===== src/rtl/led_blink_pkg.sv =====
// led_blink_pkg: shared state encoding and default widths for the LED blink controller
package led_blink_pkg;
  localparam int MS_W_DEF = 16;
  localparam int BLINK_W_DEF = 4;
  localparam int PWM_W = 4;
  typedef enum logic [1:0] {ST_IDLE, ST_ON, ST_OFF, ST_GAP} state_e;
endpackage


===== src/rtl/led_blink_ctrl_if.sv =====
// led_blink_ctrl_if: control/config/status bundle of the LED blink controller (iDuty only with LED_BLINK_DIM_EN)
interface led_blink_ctrl_if #(
  parameter int MS_W = 16,
  parameter int BLINK_W = 4
);
  logic iTick1ms;
  logic iStart;
  logic iStop;
  logic [BLINK_W-1:0] iBlinkCnt;
  logic [MS_W-1:0] iOnMs;
  logic [MS_W-1:0] iOffMs;
  logic [MS_W-1:0] iGapMs;
  logic iRepeat;
`ifdef LED_BLINK_DIM_EN
  logic [3:0] iDuty;
`endif
  logic oLed;
  logic oBusy;
  logic oDone;
  modport master (
    output iTick1ms, iStart, iStop, iBlinkCnt, iOnMs, iOffMs, iGapMs, iRepeat,
`ifdef LED_BLINK_DIM_EN
    output iDuty,
`endif
    input oLed, oBusy, oDone
  );
  modport slave (
    input iTick1ms, iStart, iStop, iBlinkCnt, iOnMs, iOffMs, iGapMs, iRepeat,
`ifdef LED_BLINK_DIM_EN
    input iDuty,
`endif
    output oLed, oBusy, oDone
  );
endinterface


===== src/rtl/ms_phase_timer.sv =====
// ms_phase_timer: counts 1 ms ticks within a phase and flags the tick that ends it (length 0 acts as 1)
module ms_phase_timer #(
  parameter int MS_W = 16
) (
  input  logic            clk,
  input  logic            rst,
  input  logic            iClr,
  input  logic            iTick1ms,
  input  logic [MS_W-1:0] iLen,
  output logic            oEnd
);
  logic [MS_W-1:0] cnt_q, cnt_d, last;
  // end on the tick where the count reaches max(len,1)-1; clear wins over counting
  always_comb begin
    last = (iLen == '0) ? '0 : iLen - 1'b1;
    oEnd = iTick1ms && (cnt_q == last);
    cnt_d = iClr ? '0 : iTick1ms ? cnt_q + 1'b1 : cnt_q;
  end
  // phase counter register
  always_ff @(posedge clk) begin
    cnt_q <= rst ? '0 : cnt_d;
  end
endmodule


===== src/rtl/led_blink_ctrl.sv =====
// led_blink_ctrl: tick-driven LED burst/repeat blinker; LED_BLINK_DIM_EN adds a 4-bit PWM duty on the ON phase
module led_blink_ctrl
  import led_blink_pkg::*;
#(
  parameter int MS_W = MS_W_DEF,
  parameter int BLINK_W = BLINK_W_DEF
) (
  input logic clk,
  input logic rst,
  led_blink_ctrl_if.slave bus
);
  state_e state_q, state_d;
  logic [BLINK_W-1:0] cnt_cfg_q, cnt_cfg_d, pulse_q, pulse_d, pulse_nx;
  logic [MS_W-1:0] on_q, on_d, off_q, off_d, gap_q, gap_d, len;
  logic rep_q, rep_d, done_q, done_d, ph_end, clr, accept;
`ifdef LED_BLINK_DIM_EN
  logic [PWM_W-1:0] duty_q, duty_d, pwm_q, pwm_d;
`endif

  ms_phase_timer #(.MS_W(MS_W)) u_timer (
    .clk      (clk),
    .rst      (rst),
    .iClr     (clr),
    .iTick1ms (bus.iTick1ms),
    .iLen     (len),
    .oEnd     (ph_end)
  );

  // burst sequencing, config capture on accepted start, stop overriding everything
  always_comb begin
    accept = bus.iStart && (bus.iBlinkCnt != '0);
    pulse_nx = pulse_q + 1'b1;
    state_d = state_q;
    pulse_d = pulse_q;
    done_d = 1'b0;
    cnt_cfg_d = cnt_cfg_q;
    on_d = on_q;
    off_d = off_q;
    gap_d = gap_q;
    rep_d = rep_q;
`ifdef LED_BLINK_DIM_EN
    duty_d = duty_q;
    pwm_d = pwm_q + 1'b1;
`endif
    case (state_q)
      ST_IDLE: if (accept) begin
        state_d = ST_ON;
        cnt_cfg_d = bus.iBlinkCnt;
        on_d = bus.iOnMs;
        off_d = bus.iOffMs;
        gap_d = bus.iGapMs;
        rep_d = bus.iRepeat;
`ifdef LED_BLINK_DIM_EN
        duty_d = bus.iDuty;
`endif
      end
      ST_ON: state_d = ph_end ? ST_OFF : ST_ON;
      ST_OFF: if (ph_end) begin
        pulse_d = pulse_nx;
        state_d = (pulse_nx < cnt_cfg_q) ? ST_ON : rep_q ? ST_GAP : ST_IDLE;
        done_d = (pulse_nx >= cnt_cfg_q) && !rep_q;
      end
      ST_GAP: if (ph_end) begin
        state_d = ST_ON;
        pulse_d = '0;
      end
      default: state_d = ST_IDLE;
    endcase
    if (bus.iStop) begin
      state_d = ST_IDLE;
      done_d = 1'b0;
    end
    if (state_d == ST_IDLE) pulse_d = '0;
    clr = (state_d != state_q) || (state_q == ST_IDLE);
    len = (state_q == ST_ON) ? on_q : (state_q == ST_OFF) ? off_q : gap_q;
  end

  // state, counters and captured configuration
  always_ff @(posedge clk) begin
    if (rst) begin
      state_q <= ST_IDLE;
      pulse_q <= '0;
      done_q <= 1'b0;
      cnt_cfg_q <= '0;
      on_q <= '0;
      off_q <= '0;
      gap_q <= '0;
      rep_q <= 1'b0;
`ifdef LED_BLINK_DIM_EN
      duty_q <= '0;
      pwm_q <= '0;
`endif
    end else begin
      state_q <= state_d;
      pulse_q <= pulse_d;
      done_q <= done_d;
      cnt_cfg_q <= cnt_cfg_d;
      on_q <= on_d;
      off_q <= off_d;
      gap_q <= gap_d;
      rep_q <= rep_d;
`ifdef LED_BLINK_DIM_EN
      duty_q <= duty_d;
      pwm_q <= pwm_d;
`endif
    end
  end

  assign bus.oBusy = (state_q != ST_IDLE);
  assign bus.oDone = done_q;
`ifdef LED_BLINK_DIM_EN
  assign bus.oLed = (state_q == ST_ON) && (pwm_q < duty_q);
`else
  assign bus.oLed = (state_q == ST_ON);
`endif
endmodule


===== src/flat_wrapper.sv =====
// flat-port wrapper written by rule: the top's interface ports become plain ports
module led_blink_ctrl_flat import led_blink_pkg::*;
#(
  parameter int MS_W = MS_W_DEF,
  parameter int BLINK_W = BLINK_W_DEF
)
  (clk, rst, bus_iTick1ms, bus_iStart, bus_iStop, bus_iBlinkCnt, bus_iOnMs, bus_iOffMs, bus_iGapMs, bus_iRepeat, bus_oLed, bus_oBusy, bus_oDone);
  led_blink_ctrl_if #(.MS_W(MS_W), .BLINK_W(BLINK_W)) bus_i ();
  input logic clk;
  input logic rst;
  input wire logic [$bits(bus_i.iTick1ms)-1:0] bus_iTick1ms;
  input wire logic [$bits(bus_i.iStart)-1:0] bus_iStart;
  input wire logic [$bits(bus_i.iStop)-1:0] bus_iStop;
  input wire logic [$bits(bus_i.iBlinkCnt)-1:0] bus_iBlinkCnt;
  input wire logic [$bits(bus_i.iOnMs)-1:0] bus_iOnMs;
  input wire logic [$bits(bus_i.iOffMs)-1:0] bus_iOffMs;
  input wire logic [$bits(bus_i.iGapMs)-1:0] bus_iGapMs;
  input wire logic [$bits(bus_i.iRepeat)-1:0] bus_iRepeat;
  output wire logic [$bits(bus_i.oLed)-1:0] bus_oLed;
  output wire logic [$bits(bus_i.oBusy)-1:0] bus_oBusy;
  output wire logic [$bits(bus_i.oDone)-1:0] bus_oDone;
  assign bus_i.iTick1ms = bus_iTick1ms;
  assign bus_i.iStart = bus_iStart;
  assign bus_i.iStop = bus_iStop;
  assign bus_i.iBlinkCnt = bus_iBlinkCnt;
  assign bus_i.iOnMs = bus_iOnMs;
  assign bus_i.iOffMs = bus_iOffMs;
  assign bus_i.iGapMs = bus_iGapMs;
  assign bus_i.iRepeat = bus_iRepeat;
  assign bus_oLed = bus_i.oLed;
  assign bus_oBusy = bus_i.oBusy;
  assign bus_oDone = bus_i.oDone;
  led_blink_ctrl #(.MS_W(MS_W), .BLINK_W(BLINK_W)) u_core (.clk(clk), .rst(rst), .bus(bus_i));
endmodule

===== config.mk =====
export PLATFORM = sky130hd
export DESIGN_NAME = led_blink_ctrl_flat
export DESIGN_NICKNAME = d
export VERILOG_FILES = /design/src/rtl/led_blink_pkg.sv /design/src/rtl/led_blink_ctrl_if.sv /design/src/rtl/ms_phase_timer.sv /design/src/rtl/led_blink_ctrl.sv /design/src/flat_wrapper.sv
export SDC_FILE = /design/constraint.sdc
export NUM_CORES = 1
export LEC_CHECK = 0
export ABC_AREA = 1
export CAP_MARGIN = 20
export CORE_ASPECT_RATIO = 1.2
export CORE_MARGIN = 8
export CORE_UTILIZATION = 30
export CTS_CLUSTER_DIAMETER = 120
export CTS_CLUSTER_SIZE = 16
export DETAILED_ROUTE_END_ITERATION = 8
export GPL_TIMING_DRIVEN = 0
export SYNTH_ARGS = -nofsm -noshare
export SYNTH_HDL_FRONTEND = slang
export SYNTH_SLANG_ARGS = --single-unit

===== constraint.sdc =====
create_clock -name clk -period 4.05 [get_ports clk]
set_input_delay 0.6075 -clock clk [delete_from_list [all_inputs] [get_ports clk]]
set_output_delay 0.6075 -clock clk [all_outputs]
set_load 0.02 [all_outputs]

; ---- Word-level counts from Yosys, hierarchy flattened
; Cells that the tools add are included.
[word_totals]
regBits = 76
wordCells = 53
[classes]
magnitude_cmp = 2
n_reduce_logical = 16
add_sub_neg = 3
eq_ne = 7
bitwise = 2
mux = 14
[op_table]
columns = op, count
row1 = $mux W16, 3
row2 = $add A16 B1 Y16 const B, 1
row3 = $eq A16 B16 Y1, 1
row4 = $logic_not A16 Y1, 1
row5 = $sub A16 B1 Y16 const B, 1
row6 = $mux W2, 7
row7 = $mux W4, 2
row8 = $pmux W2 S4, 1
row9 = $pmux W4 S2, 1
row10 = $add A4 B1 Y4 const B, 1
row11 = $eq A2 B2 Y1 const B, 2
row12 = $ge A4 B4 Y1, 1
row13 = $logic_not A2 Y1, 2
row14 = $lt A4 B4 Y1, 1
row15 = $ne A2 B1 Y1 const B, 2
row16 = $reduce_bool A2 Y1, 2
row17 = $reduce_bool A4 Y1, 1
row18 = $reduce_or A2 Y1, 2
row19 = $reduce_or A4 Y1, 1
row20 = $logic_and A1 B1 Y1, 3
row21 = $reduce_and A3 Y1, 1
row22 = $eq A2 B1 Y1 const B, 1
row23 = $ne A2 B2 Y1, 1
row24 = $not A1 Y1, 2
row25 = other kinds (3), 3

; ---- Depth between registers and ports, before layout
[logic_depth]
depth_word = 13
depth_mapped = 27
ltp_nobuf = 25

; ---- By module
; A second synthesis with hierarchy kept.
[hier_totals]
cells_unflattened = 621
hier_area_um2 = 4139.0
[modules_own_cells]
columns = mod, area_per_inst_um2, seq_area_each_um2, n_inst, cells_per_inst
row1 = led_blink_ctrl, 2626.3, 1201.2, 1, 346
row2 = ms_phase_timer, 1512.7, 320.3, 1, 275

; ---- Worst setup path after synthesis
; No wires, ideal clock.
[synth_path]
kind = register -> register
from = register u_core.state_q[1]
to = register u_core.u_timer.cnt_q[0]
setup_slack_ps = 1093
stages_incl_launch_ff = 24
t_required_ps = 3929
n_path_buf = 3
setup_time_ps = 121
t_arrival_ps = 2836
cell_sequence = dfxtp_1 -> buf_6 -> nand2_2 -> buf_6 -> a21oi_2 -> ha_1 -> nand3_1 -> nor2_2 -> nand2_1 -> inv_2 -> nand2_1 -> nand2_1 -> nand3_1 -> nand2_1 -> inv_1 -> nor2_1 -> nand3_1 -> nor2_2 -> nand2_1 -> o21ai_2 -> nand3_2 -> nand3_4 -> buf_8 -> nor2_4
[synth_between]
elab_chain_cells = 13
elab_cells_between_ends = 20
classes_between = add/sub (1) / eq/ne (5) / mux (9) / reduce/logical (5)
[synth_rtl]
columns = item, line_no
row1 = from (decl), led_blink_ctrl.sv:12  ; state_e state_q, state_d;
row2 = from (signal assigned), led_blink_ctrl.sv:94  ; state_q <= state_d;
row3 = $eq A2 B2 Y1, "led_blink_ctrl.sv:45, led_blink_ctrl.sv:75"
row4 = $mux W16 (2 in a row), led_blink_ctrl.sv:75  ; len = (state_q == ST_ON) ? on_q : (state_q == ST_OFF) ? off_q : gap_q;
row5 = $sub A16 B1 Y16 or $logic_not A16 Y1 (tied branches), ms_phase_timer.sv:15  ; last = (iLen == '0) ? '0 : iLen - 1'b1;
row6 = $mux W16, ms_phase_timer.sv:15
row7 = $eq A16 B16 Y1, ms_phase_timer.sv:16  ; oEnd = iTick1ms && (cnt_q == last);
row8 = $logic_and A1 B1 Y1, ms_phase_timer.sv:16
row9 = $mux W2 (on tied branches), "led_blink_ctrl.sv:63, led_blink_ctrl.sv:57, led_blink_ctrl.sv:58"
row10 = $pmux W2 S4, led_blink_ctrl.sv:45  ; case (state_q)
row11 = $mux W2, led_blink_ctrl.sv:69  ; if (bus.iStop) begin
row12 = $ne A2 B2 Y1, led_blink_ctrl.sv:74  ; clr = (state_d != state_q) || (state_q == ST_IDLE);
row13 = $logic_or A1 B1 Y1 *, led_blink_ctrl.sv:74
row14 = $reduce_or A2 Y1 (no line) *, --
row15 = to (signal assigned), ms_phase_timer.sv:21  ; cnt_q <= rst ? '0 : cnt_d;
row16 = to (decl), ms_phase_timer.sv:12  ; logic [MS_W-1:0] cnt_q, cnt_d, last;
; Every way passes the cells marked *; elsewhere a longest branch is shown, timed or not.
; A chain may end at the register's enable or synchronous reset.

; ---- Final worst setup path
[layout_path]
from = register u_core.state_q[1]
to = register u_core.u_timer.cnt_q[12]
; Same word-level chain as after synthesis.

==> metrics.cfg <==
[routing]
via_count=4242
viasPerCell=4.667
routed_wl_um=12380
drtAntennaViolNets=0
drtPass1Iterations=5
drc_errors=0
routedWlPerCell_um=13.62
drtIter0Drc=224

[worst_setup_path]
arrival_ps=3850
end_kind=register
slowest_delay_ps=320
cpMostUsedCell=nand2_1
critPathLaunchType=register
worst-path-buf-inv=5
criticalPathCategory=reg2reg
cp_max_fo=10
crit_slowest_cell=a21oi_2
critPathRequiredTime_ps=4280
crit_family=simple AND/OR/NAND/NOR gates

[finish]
areaGrowthSynthToFinish_pct=25.10
regArea_um2=1521
num-nets-final=795
multi_input_area_um2=2512
diodes=0
fillers=1588
drive_gt1_share_pct=10.35

[sta]
maxSlewViolCount=0
fin_ws_ps=431.8
slew_headroom_pct=51.00
rsz0062_at_grt=false
fin_crit_ps=3618
finalCritPeriodShare_pct=89.34
setup_viol=0
tns_ps=0
hold_viol=0
tightest_slew_ps=732.2
fin_worst_skew_ps=7.064
max_clock_freq_mhz=276.4

[synth]
yosys-top-cells-count=nor2_1 (131), nand2_1 (121), dfxtp_1 (76)
synth_most_common_cell=nor2_1
synthTopCellsByArea=dfxtp_1 (34%), nor2_1 (11%), nand2_1 (10%)
ys_ff_latch=76
ys.flop_type=dfxtp_1
synth_area_leader_cell=dfxtp_1
yosys_warnings=0
synth-edff-count=0
syn_area_um2=4432
syn_inst=658
synth_seq_area_share_pct=34.33
synth.distinct_cells=35
synth_top_cell_area_share_pct=34.33
async_flop_share_pct=0
syn-num-nets=724
syn_area_per_cell_um2=6.735

[die]
die_area_um2=18930
fp.dieH_um=149.1
row_count=48
core_area_um2=14410
initial_core_util_pct=30.75
die_w_um=127.0
ioPinCount=61

[place]
port_buffers=60
gp_congestion=0.8309
pre_cts_ws_ps=508.6
dpl.hpwl_um=9908

[cts]
cts_tree=done
cts_sinks=76
clock_latency_ps=340
root_buffer=clkbuf_16
cts_hold_buffers=0
postCtsSetupBuffers=0
h-tree-depth=3
ctsResizeCount=0
clk_pin_slew_ps=60
cts_buffers=9
clk_path_buf_depth=2

[status]
status=finished clean

[worst_hold_path]
hp-class=reg2reg

[run]
maxCapViolCount=0

[global_route]
grt_max_degree=14
grt_first_pass_wirelength_um=20800
grt_antenna_before_repair=0
grt_pass1_vias=4259
gr-total-overflow=0
gr-usage-all-layers_pct=13.81

[pwr]
peakVddDrop_v=0.0002205
cellLeakagePower_uw=0.002380
pwr_density_cell_nw_per_um2=367.1

-- registers in the layout (all words and copies together) (netlist names) --
name and count:
u_core.off_q 16, u_core.cnt_cfg_q 4, u_core.rep_q 1, u_core.on_q 16, u_core.state_q 2, u_core.gap_q 16
u_core.bus.oDone 1, u_core.pulse_q 4, u_core.u_timer.cnt_q 16
-- where the power goes --
part	switching, µW	internal (µW)	total [µW]
Sequential	27.0	792	819
Combinational	241	166	406
Clock	332	477	809
-- placed cells by master (no fill, tap or decap), types with 5 or more instances in the layout --
cell type | netlist | routed
o21ai_0 | 57 | 57
nand2_1 | 121 | 121
dfxtp_1 | 76 | 76
nand3_2 | 8 | 8
nor2_2 | 11 | 11
nand3b_1 | 5 | 5
inv_1 | 53 | 53
buf_6 | 6 | 6
a21oi_1 | 14 | 14
nand2_2 | 9 | 9
xor2_1 | 17 | 17
inv_2 | 5 | 5
nand4_1 | 9 | 9
nor2_1 | 131 | 131
clkbuf_1 | 16 | 17
nand3_1 | 67 | 67
ha_1 | 8 | 8
nor2_4 | 13 | 13
clkdlybuf4s50_1 | 0 | 60
clkbuf_16 | 0 | 9
nor3_1 | 7 | 7
-- layer usage --
| metal | track usage [%] | routed length, µm |
|---|---|---|
| met5 | 0 | 0 |
| met1 | 15.19 | 5299 |
| met3 | 3.505 | 515 |
| met2 | 24.56 | 6247 |
| met4 | 6.138 | 322 |
-- kinds of logic after synthesis --
| kind of cell | count (synthesis) | synth area share, % |
|---|---|---|
| compound gates | 82 | 9.966 |
| xor+xnor | 20 | 3.953 |
| fa+ha+maj | 8 | 2.259 |
| buf+inv | 88 | 8.978 |
| flops | 76 | 34.33 |
| mux | 1 | 0.2259 |
| simple gates | 383 | 40.29 |
-- path summary, 6_finish.rpt --
| path | startpoint | to | slack [ps] | cells after the start |
|---|---|---|---|---|
| min | u_core.gap_q[0]$_SDFFE_PP0P_ | u_core.gap_q[0]$_SDFFE_PP0P_ | 470 | 2 |
| min reg2reg | u_core.gap_q[0]$_SDFFE_PP0P_ | u_core.gap_q[0]$_SDFFE_PP0P_ | 470 | 2 |
| max reg2reg | u_core.state_q[1]$_SDFF_PP0_ | u_core.u_timer.cnt_q[12]$_SDFFE_PP0P_ | 430 | 25 |
| max | u_core.state_q[1]$_SDFF_PP0_ | u_core.u_timer.cnt_q[12]$_SDFFE_PP0P_ | 430 | 25 |
-- worst reg2reg max path: cells and delay by family (launching register included) --
family                   cells  cell delay [ps]
flip-flops                   1              300
AO/OA/AOI/OAI                2              480
adder cells (fa/ha/maj)      1              250
AND/OR/NAND/NOR             17             1870
buffers and inverters        5              620
-- final cells by class --
class	count	share of cell area [%]
Multi-Input combinational cell	494	45.32
Sequential cell	76	27.44
Timing Repair Buffer	60	10.83
Inverter	62	4.288
Clock buffer	10	4.130
Tap cell	175	3.949
Buffer	26	2.889
Clock inverter	6	1.151
-- through the flow --
| step | total power, µW | util, % | hold WS (ps) | cell area [µm²] | instances |
|---|---|---|---|---|---|
| floorplan | 1101 | - | 430.0 | 4432 | 658 |
| global placement | 1240 | 36.43 | 445.2 | 5251 | 893 |
| detailed placement | 1242 | 36.43 | 460.1 | 5251 | 893 |
| CTS | 2051 | 38.46 | 469.8 | 5544 | 909 |
| global route | 2150 | 38.46 | 492.2 | 5544 | 909 |
| finish | 2035 | 38.46 | 470.8 | 5544 | 909 |
No activity file was read; power rests on OpenSTA's default activity.
